### config.mk
export PLATFORM = sky130hd
export DESIGN_NAME = div_ctrl
export DESIGN_NICKNAME = d
export VERILOG_FILES = /design/src/rtl/div_ctrl.sv
export SDC_FILE = /design/constraint.sdc
export NUM_CORES = 1
export LEC_CHECK = 0
export CORE_MARGIN = 4
export CORE_UTILIZATION = 45
export DETAILED_ROUTE_END_ITERATION = 16
export PLACE_DENSITY = 0.92
export SLEW_MARGIN = 25
export SYNTH_ARGS = -nofsm -noshare
export SYNTH_HDL_FRONTEND = slang
export SYNTH_SLANG_ARGS = --single-unit
### constraint.sdc
create_clock -name clock -period 10.64 [get_ports clock]
set_clock_uncertainty 0.2 [all_clocks]
set_input_delay 1.064 -clock clock [delete_from_list [all_inputs] [get_ports clock]]
set_output_delay 1.064 -clock clock [all_outputs]
set_load 0.1 [all_outputs]
### src/rtl/div_ctrl.sv
// Request arbiter and sequencer in front of an iterative divider: two
// round-robin requesters, zero-divisor and signed-overflow bypass, kill/abort.

package div;
    typedef enum logic {DIV = 1'b0, DIVU = 1'b1} op_t;
endpackage

module div_ctrl #(
    parameter int DIVLEN = 32,
    parameter int TAGW   = 4
) (
    input  logic              clock,
    input  logic              reset,

    input  logic              req0_valid,
    output logic              req0_ready,
    input  div::op_t          req0_op,
    input  logic [DIVLEN-1:0] req0_dividend,
    input  logic [DIVLEN-1:0] req0_divisor,
    input  logic [TAGW-1:0]   req0_tag,

    input  logic              req1_valid,
    output logic              req1_ready,
    input  div::op_t          req1_op,
    input  logic [DIVLEN-1:0] req1_dividend,
    input  logic [DIVLEN-1:0] req1_divisor,
    input  logic [TAGW-1:0]   req1_tag,

    output logic              rsp_valid,
    input  logic              rsp_ready,
    output logic [DIVLEN-1:0] rsp_q,
    output logic [DIVLEN-1:0] rsp_r,
    output logic [TAGW-1:0]   rsp_tag,
    output logic              rsp_port,
    output logic              rsp_dz,

    input  logic              kill,

    output logic              div_start,
    output div::op_t          div_op,
    output logic [DIVLEN-1:0] div_dividend,
    output logic [DIVLEN-1:0] div_divisor,
    input  logic              div_done,
    input  logic [DIVLEN-1:0] div_q,
    input  logic [DIVLEN-1:0] div_r
);

    typedef enum logic [1:0] {IDLE, START, BUSY, RESP} state_t;

    localparam logic [DIVLEN-1:0] MOST_NEG = {1'b1, {(DIVLEN-1){1'b0}}};

    state_t            r_state;
    logic              r_last;
    logic              r_div_start;
    logic              r_rsp_valid;
    logic [DIVLEN-1:0] r_rsp_q;
    logic [DIVLEN-1:0] r_rsp_r;
    logic [TAGW-1:0]   r_rsp_tag;
    logic              r_rsp_port;
    logic              r_rsp_dz;

    div::op_t          r_op;
    logic [DIVLEN-1:0] r_dividend;
    logic [DIVLEN-1:0] r_divisor;
    logic [TAGW-1:0]   r_tag;
    logic              r_port;

    logic              w_grant;
    logic              w_can_accept;
    logic              w_accept;
    div::op_t          w_op;
    logic [DIVLEN-1:0] w_dividend;
    logic [DIVLEN-1:0] w_divisor;
    logic [TAGW-1:0]   w_tag;
    logic              w_dz;
    logic              w_ovf;

    // A lone requester always wins; with both (or neither) valid the port
    // that was not served last gets the grant.
    always_comb begin
        w_grant = ~r_last;
        if (req0_valid && !req1_valid) begin
            w_grant = 1'b0;
        end else if (!req0_valid && req1_valid) begin
            w_grant = 1'b1;
        end
    end

    // NOTE: ready is gated combinationally by kill and reset so that a request
    // offered in a kill or reset cycle never completes its handshake.
    assign w_can_accept = (r_state == IDLE) && !kill && !reset;
    assign req0_ready   = w_can_accept && !w_grant;
    assign req1_ready   = w_can_accept &&  w_grant;
    assign w_accept     = (req0_valid && req0_ready) || (req1_valid && req1_ready);

    assign w_op       = w_grant ? req1_op       : req0_op;
    assign w_dividend = w_grant ? req1_dividend : req0_dividend;
    assign w_divisor  = w_grant ? req1_divisor  : req0_divisor;
    assign w_tag      = w_grant ? req1_tag      : req0_tag;

    assign w_dz  = (w_divisor == '0);
    assign w_ovf = (w_op == div::DIV) && (w_dividend == MOST_NEG) && (&w_divisor);

    // NOTE: the operand latches carry no reset; every use is preceded by a
    // handshake that loads them, so their power-up value is never observed.
    always_ff @(posedge clock) begin
        if (w_accept) begin
            r_op       <= w_op;
            r_dividend <= w_dividend;
            r_divisor  <= w_divisor;
            r_tag      <= w_tag;
            r_port     <= w_grant;
        end
    end

    always_ff @(posedge clock) begin
        if (reset) begin
            r_state     <= IDLE;
            r_last      <= 1'b1;
            r_div_start <= 1'b0;
            r_rsp_valid <= 1'b0;
            r_rsp_q     <= '0;
            r_rsp_r     <= '0;
            r_rsp_tag   <= '0;
            r_rsp_port  <= 1'b0;
            r_rsp_dz    <= 1'b0;
        end else if (kill) begin
            r_state     <= IDLE;
            r_div_start <= 1'b0;
            r_rsp_valid <= 1'b0;
        end else begin
            case (r_state)
                IDLE: begin
                    if (w_accept) begin
                        r_last <= w_grant;
                        if (w_dz) begin
                            r_state     <= RESP;
                            r_rsp_valid <= 1'b1;
                            r_rsp_q     <= '1;
                            r_rsp_r     <= w_dividend;
                            r_rsp_dz    <= 1'b1;
                            r_rsp_tag   <= w_tag;
                            r_rsp_port  <= w_grant;
                        end else if (w_ovf) begin
                            r_state     <= RESP;
                            r_rsp_valid <= 1'b1;
                            r_rsp_q     <= w_dividend;
                            r_rsp_r     <= '0;
                            r_rsp_dz    <= 1'b0;
                            r_rsp_tag   <= w_tag;
                            r_rsp_port  <= w_grant;
                        end else begin
                            r_state     <= START;
                            r_div_start <= 1'b1;
                        end
                    end
                end
                // div_done is not looked at here: it may still be high from a
                // previous or abandoned operation.
                START: begin
                    r_div_start <= 1'b0;
                    r_state     <= BUSY;
                end
                BUSY: begin
                    if (div_done) begin
                        r_state     <= RESP;
                        r_rsp_valid <= 1'b1;
                        r_rsp_q     <= div_q;
                        r_rsp_r     <= div_r;
                        r_rsp_dz    <= 1'b0;
                        r_rsp_tag   <= r_tag;
                        r_rsp_port  <= r_port;
                    end
                end
                RESP: begin
                    if (rsp_ready) begin
                        r_state     <= IDLE;
                        r_rsp_valid <= 1'b0;
                    end
                end
                default: begin
                    r_state     <= IDLE;
                    r_div_start <= 1'b0;
                    r_rsp_valid <= 1'b0;
                end
            endcase
        end
    end

    assign rsp_valid    = r_rsp_valid;
    assign rsp_q        = r_rsp_q;
    assign rsp_r        = r_rsp_r;
    assign rsp_tag      = r_rsp_tag;
    assign rsp_port     = r_rsp_port;
    assign rsp_dz       = r_rsp_dz;

    assign div_start    = r_div_start;
    assign div_op       = r_op;
    assign div_dividend = r_dividend;
    assign div_divisor  = r_divisor;

endmodule
# ---- Word level (Yosys, flattened, before mapping)
# Cells that the tools add are included.
dict set report totals {
  ff_bits 145
  latchBits 0
  ramBits 0
  rom_bits 0
  inputBits 209
  output_inout_bits 139
  word_cells 102
  mem_count 0
}
dict set report op_classes {
  add_sub_neg 0
  n_mul 0
  div 0
  n_lt_le_gt_ge 0
  eq_ne 10
  shift 0
  mux 47
  bitwise_logic 3
  n_reduce_logical 28
}
# cell count
set ops {}
lappend ops {{$mux W32} 10}
lappend ops {{$pmux W32 S2} 2}
lappend ops {{$eq A32 B32 Y1 const B} 1}
lappend ops {{$logic_not A32 Y1} 1}
lappend ops {{$reduce_and A32 Y1} 1}
lappend ops {{$mux W4} 5}
lappend ops {{$mux W1} 19}
lappend ops {{$logic_and A1 B1 Y1} 10}
lappend ops {{$mux W2} 5}
lappend ops {{$ne A2 B2 Y1 const B} 5}
lappend ops {{$reduce_and A5 Y1} 2}
lappend ops {{$pmux W2 S4} 1}
lappend ops {{$pmux W4 S2} 1}
lappend ops {{$pmux W1 S2} 3}
lappend ops {{$reduce_and A3 Y1} 2}
lappend ops {{$logic_not A1 Y1} 5}
lappend ops {{$eq A2 B2 Y1 const B} 2}
lappend ops {{$reduce_and A4 Y1} 1}
lappend ops {{$reduce_bool A2 Y1} 2}
lappend ops {{$ne A3 B3 Y1 const B} 1}
lappend ops {{$not A1 Y1} 3}
lappend ops {{$pmux W1 S3} 1}
lappend ops {{$reduce_bool A3 Y1} 1}
lappend ops {{$eq A2 B1 Y1 const B} 1}
lappend ops {{other kinds (3)} 3}

# ---- Depth between registers and ports, before layout
dict set report logic_depth {
  depth_word 12
  mapped_depth 12
  ltp_nobuf 9
}

# ---- Least setup slack after synthesis
# OpenSTA, ideal clock, no wires.
dict set report synth_timing {
  path_type {input port to output port}
  start {input port req0_valid}
  end {output port req1_ready}
  arrival_ns 3.686
  required_ns 9.376
  slack_ns 5.690
  path_stages 8
  n_path_buf 5
  path_cell_list {nand2b_1 -> a21o_1 -> buf_6 -> buf_2 -> clkbuf_1 -> clkbuf_1 -> clkbuf_1 -> nor2_1}
}
dict set report synth_between {
  elab_chain_cells 5
  elab_cells_between_ends 6
  cone_classes {mux (2); reduce/logical (4)}
}
# item line_no
set synth_lines {}
lappend synth_lines {{start, declared} 15} ;# input logic req0_valid,
lappend synth_lines {{$logic_not A1 Y1} 84} ;# end else if (!req0_valid && req1_valid) begin
lappend synth_lines {{$logic_and A1 B1 Y1} 84}
lappend synth_lines {{$mux W1} 84}
lappend synth_lines {{$mux W1 (*)} 82} ;# if (req0_valid && !req1_valid) begin
lappend synth_lines {{$logic_and A1 B1 Y1 (*)} 93} ;# assign req1_ready = w_can_accept && w_grant;
lappend synth_lines {{end, declared} 23} ;# output logic req1_ready,
# Mark *: on every way between the ends. The rest lies on a longest branch, timed or not.

# ---- Final worst setup path
dict set report layout_timing {
  start {input port req0_valid}
  end {register r_rsp_r[9], in the netlist rsp_r[9]}
}
dict set report layout_between {
  elab_chain_cells 10
  elab_cells_between_ends 26
  cone_classes {eq/ne (3); mux (8); bitwise (1); reduce/logical (14)}
}
# item line_no
set layout_lines {}
lappend layout_lines {{$logic_not A1 Y1} 84}
lappend layout_lines {{$logic_and A1 B1 Y1} 84}
lappend layout_lines {{$mux W1} 84}
lappend layout_lines {{$mux W1} 82}
lappend layout_lines {{$mux W32, or another cell as far along} 97} ;# assign w_dividend = w_grant ? req1_dividend : req0_dividend;
lappend layout_lines {{$eq A32 B32 Y1, or another cell as far along} 102} ;# assign w_ovf = (w_op == div::DIV) && (w_dividend == MOST_NEG) && (&w_divisor);
lappend layout_lines {{$logic_and A1 B1 Y1 (on tied branches)} {102, 94}}
lappend layout_lines {{$logic_and A1 B1 Y1 or $logic_or A1 B1 Y1 (tied branches)} {102, 94}}
lappend layout_lines {{$ne A3 B3 Y1 (no line) or $ne A2 B2 Y1 (tied branches)} n/a}
lappend layout_lines {{$reduce_and A5 Y1 (no line)} n/a}
lappend layout_lines {{end signal, assigned} 140} ;# r_rsp_r <= w_dividend;
lappend layout_lines {{end signal, assigned} 169} ;# r_rsp_r <= div_r;
lappend layout_lines {{end, declared} 57} ;# logic [DIVLEN-1:0] r_rsp_r;
# Parallel ways exist; a longest one is shown, timed or not. The select of a mux whose other input is x is not followed.
# A chain may end at the register's enable or synchronous reset.

==> impl_results.md <==
* Area Growth Syn to Fin at 57.02%
* # setup viols final at 0
* Final Hold Viols at 0
* Critical path endpoint category: flop
* CTS tree: yes
* CP required at 10690 ps
* Die area at 0.01839 sq mm
* Avg WL per Cell at 25.02 um
* Std cell rows at 46
* PwrDens at 155.3 mW/mm^2
* Final critical-path required period at 5194 ps
* Vias at 7905
* Largest net degree at the start of global routing at 85
* First-pass GRT wire length at 46890 um
* Post-synth EDFFs at 70
* FILL cells at 1174
* Die H at 135.6 um
* Max IR drop VDD at 119.7 uV
* Metal2 WL at 15070 um
* Max Slew Vio Count at 0
* LEAKAGE at 4.400 nW
* Finished Layout Cells at 1288
* Die span in x at 135.6 um
* Initial DRC Count at 931
* Placed insts at 1255
* Final nets at 1272
* Post-synthesis sequential area ratio at 0.4916
* Hold buffer count at cts at 0
* Ys flop type: dfxtp_1
* RSZ-0062 raised after global routing: false
* Syn Area/Cell at 9.959 sq um
* TNS Setup at 0 ps
* Routed wl met3 at 3744 um
* Drt drc at 0
* FMAX at 192.5 MHz
* Initial antenna violation count at 0
* CP max FO at 38
* CP startpoint kind: primary input
* Worst skew pair latency at 430 ps
* Post-Route WL at 32220 um
* CTS buffer count at 17
* Total power at 1.787 mW
* Post-cts sizing count at 0
* Ys async rst share at 0
* Clk buf depth at 2
* Total core area at 0.01594 sq mm
* Top-Level Pins at 348
* Setup repair bufs after CTS at 0
* Layout cells sized above 1 at 0.06530
* Initial Utilization at 0.4597
* # clock sinks at 145
* Rel. slew slack at 0.2798
* Overflow left after global routing at 0
* Max_cap viols at 0
* Critical path type: primary input to flop
* Root Buffer: clkbuf_16
* Post-synthesis cell area at 0.007330 sq mm
* Synth Warn # at 0
* Tightest hold margin at 266.5 ps
* Synth Register Bits at 145
* Worst-Margin Slew at 1077 ps
* Synth Net Count at 949
* Via density per instance at 6.137
* Status: completed
* Number of antenna diodes at 0
* WL met1 at 11590 um
* Final Cycle Share at 0.4881
* Finished layout cell area at 0.01151 sq mm
* DR top layer: met4
* Post-detailed-route count of antenna-violating nets at 0
* Netlist cell types at 56
* H-tree levels at 4
* Crit path DAT at 5250 ps
* Hold Path Class: flop to flop
* Placed inst area at 0.01092 sq mm
* Syn Inst Count at 736
* Number of global-route vias before repair at 7846
* Clock Pin Slew Worst Setup and Hold Paths at 60 ps
* Port Buf Inserts at 347
* HPWL after DPL at 24070 um
* Gp weighted congestion at 0.9667
* GRT Total Usage at 0.3390
* DR pass1 iterations at 6
final cells by class:
| class | instances | area, sq um | area share |
|---|---|---|---|
| inverters | 41 | 155.1 | 0.01348 |
| clock inverters | 8 | 76.32 | 0.006632 |
| well taps | 216 | 270.3 | 0.02348 |
| flip-flops and latches | 145 | 3603 | 0.3131 |
| clock buffers | 24 | 493.0 | 0.04284 |
| repair buffers | 357 | 3556 | 0.3090 |
| multi-input cells | 497 | 3354 | 0.2915 |
worst max-delay path, cell delays in order:
cell,delay (ps)
clkdlybuf4s50_1,510
nor2b_1,220
a21o_4,430
inv_1,320
buf_4,330
nor4_1,280
a21oi_1,110
or4_1,600
or3_1,540
nand2_2,610
a211oi_1,190
final timing paths:
| path | from | end | slack, ps | cells after the start |
|---|---|---|---|---|
| setup reg to reg | r_last$_SDFFE_PP1P_ | rsp_r[9]$_SDFFE_PP0P_ | 6410 | 9 |
| hold / removal | rsp_q[18]$_SDFFE_PP0P_ | rsp_q[18]$_SDFFE_PP0P_ | 270 | 2 |
| hold reg to reg | rsp_q[18]$_SDFFE_PP0P_ | rsp_q[18]$_SDFFE_PP0P_ | 270 | 2 |
| setup / recovery | req0_valid | rsp_r[9]$_SDFFE_PP0P_ | 5450 | 11 |
layer usage:
metal | vias up | track usage
li1 | 3438 | -
met4 | 0 | 0.1629
met5 | - | 0
met2 | 599 | 0.5514
met1 | 3743 | 0.4166
met3 | 125 | 0.09361
registers in the layout (all words and copies together) (netlist names):
register / count
div_divisor: 32
r_port: 1
r_last: 1
rsp_r: 32
div_dividend: 32
r_state: 2
div_op: 1
rsp_port: 1
rsp_q: 32
rsp_dz: 1
rsp_valid: 1
div_start: 1
rsp_tag: 4
r_tag: 4
cell usage after synthesis (2+ instances only):
cell | count | share of area
and4_1 | 2 | 0.0024
buf_1 | 2 | 0.0010
o221ai_1 | 33 | 0.039
nand2b_1 | 3 | 0.0026
buf_6 | 2 | 0.0031
mux2i_1 | 69 | 0.094
clkbuf_1 | 31 | 0.016
and3_1 | 4 | 0.0034
nor3_2 | 2 | 0.0027
a2111oi_0 | 2 | 0.0024
nor2_1 | 18 | 0.0092
mux2_2 | 11 | 0.017
nand4_1 | 23 | 0.020
dfxtp_1 | 75 | 0.20
nand2_1 | 122 | 0.062
or2_2 | 5 | 0.0043
mux2_4 | 2 | 0.0041
o31ai_1 | 7 | 0.0072
o21ai_0 | 3 | 0.0020
a21oi_1 | 7 | 0.0048
nor4b_1 | 7 | 0.0084
o22ai_1 | 2 | 0.0017
edfxtp_1 | 70 | 0.29
or4_1 | 6 | 0.0061
ha_1 | 4 | 0.0068
a22oi_1 | 27 | 0.028
nand3_1 | 11 | 0.0075
o2111ai_1 | 2 | 0.0024
nand4b_1 | 4 | 0.0048
inv_1 | 39 | 0.020
a211oi_1 | 29 | 0.030
a311oi_1 | 4 | 0.0048
buf_4 | 5 | 0.0051
buf_2 | 13 | 0.0089
a21o_1 | 2 | 0.0020
nor3_1 | 42 | 0.029
nor4_1 | 23 | 0.020
or3_1 | 5 | 0.0043
cell usage in the layout, fill, tap and decap left out, types with 3 or more instances in the layout:
master           netlist  layout
mux2i_1               69      69
nand2_1              122     122
nor3_1                42      42
nand2b_1               3       3
nand3_1               11      11
nand4b_1               4       4
edfxtp_1              70      70
a22oi_1               27      27
nor4b_1                7       7
nor4_1                23      23
buf_4                  5       9
inv_1                 39      38
a21oi_1                7       7
and3_1                 4       4
or4_1                  6       6
o221ai_1              33      33
nor2_1                18      18
mux2_2                11      11
or3_1                  5       5
a311oi_1               4       4
clkbuf_1              31       4
clkbuf_16              0      18
o31ai_1                7       7
or2_2                  5       5
ha_1                   4       3
o21ai_0                3       3
clkinv_2               0       3
nand4_1               23      23
dfxtp_1               75      75
clkdlybuf4s50_1        0     346
a211oi_1              29      29
where the power goes:
part	leakage (nW)	total (mW)	switching (mW)	internal [mW]
Combinational	2.87	0.557	0.383	0.174
Sequential	1.26	0.640	0.0152	0.625
Clock	0.277	0.590	0.242	0.349
Total	4.40	1.79	0.639	1.15
kinds of logic (layout without fill, tap and decap cells):
kind of cell	after synthesis	after routing	synth area share
fa+ha+maj	4	4	0.006829
mux	82	82	0.1152
buf+inv	94	430	0.05497
compound gates	129	129	0.1390
flops	145	145	0.4916
simple gates	282	282	0.1924
through the flow:
| step | utilization | setup slack, ps |
|---|---|---|
| after floorplan | - | 5690 |
| after global placement | 0.6848 | 4706 |
| after detailed placement | 0.6848 | 4504 |
| after CTS | 0.7205 | 4906 |
| after global routing | 0.7219 | 5186 |
| final | 0.7219 | 5446 |
No activity file was read; power rests on OpenSTA's default activity.
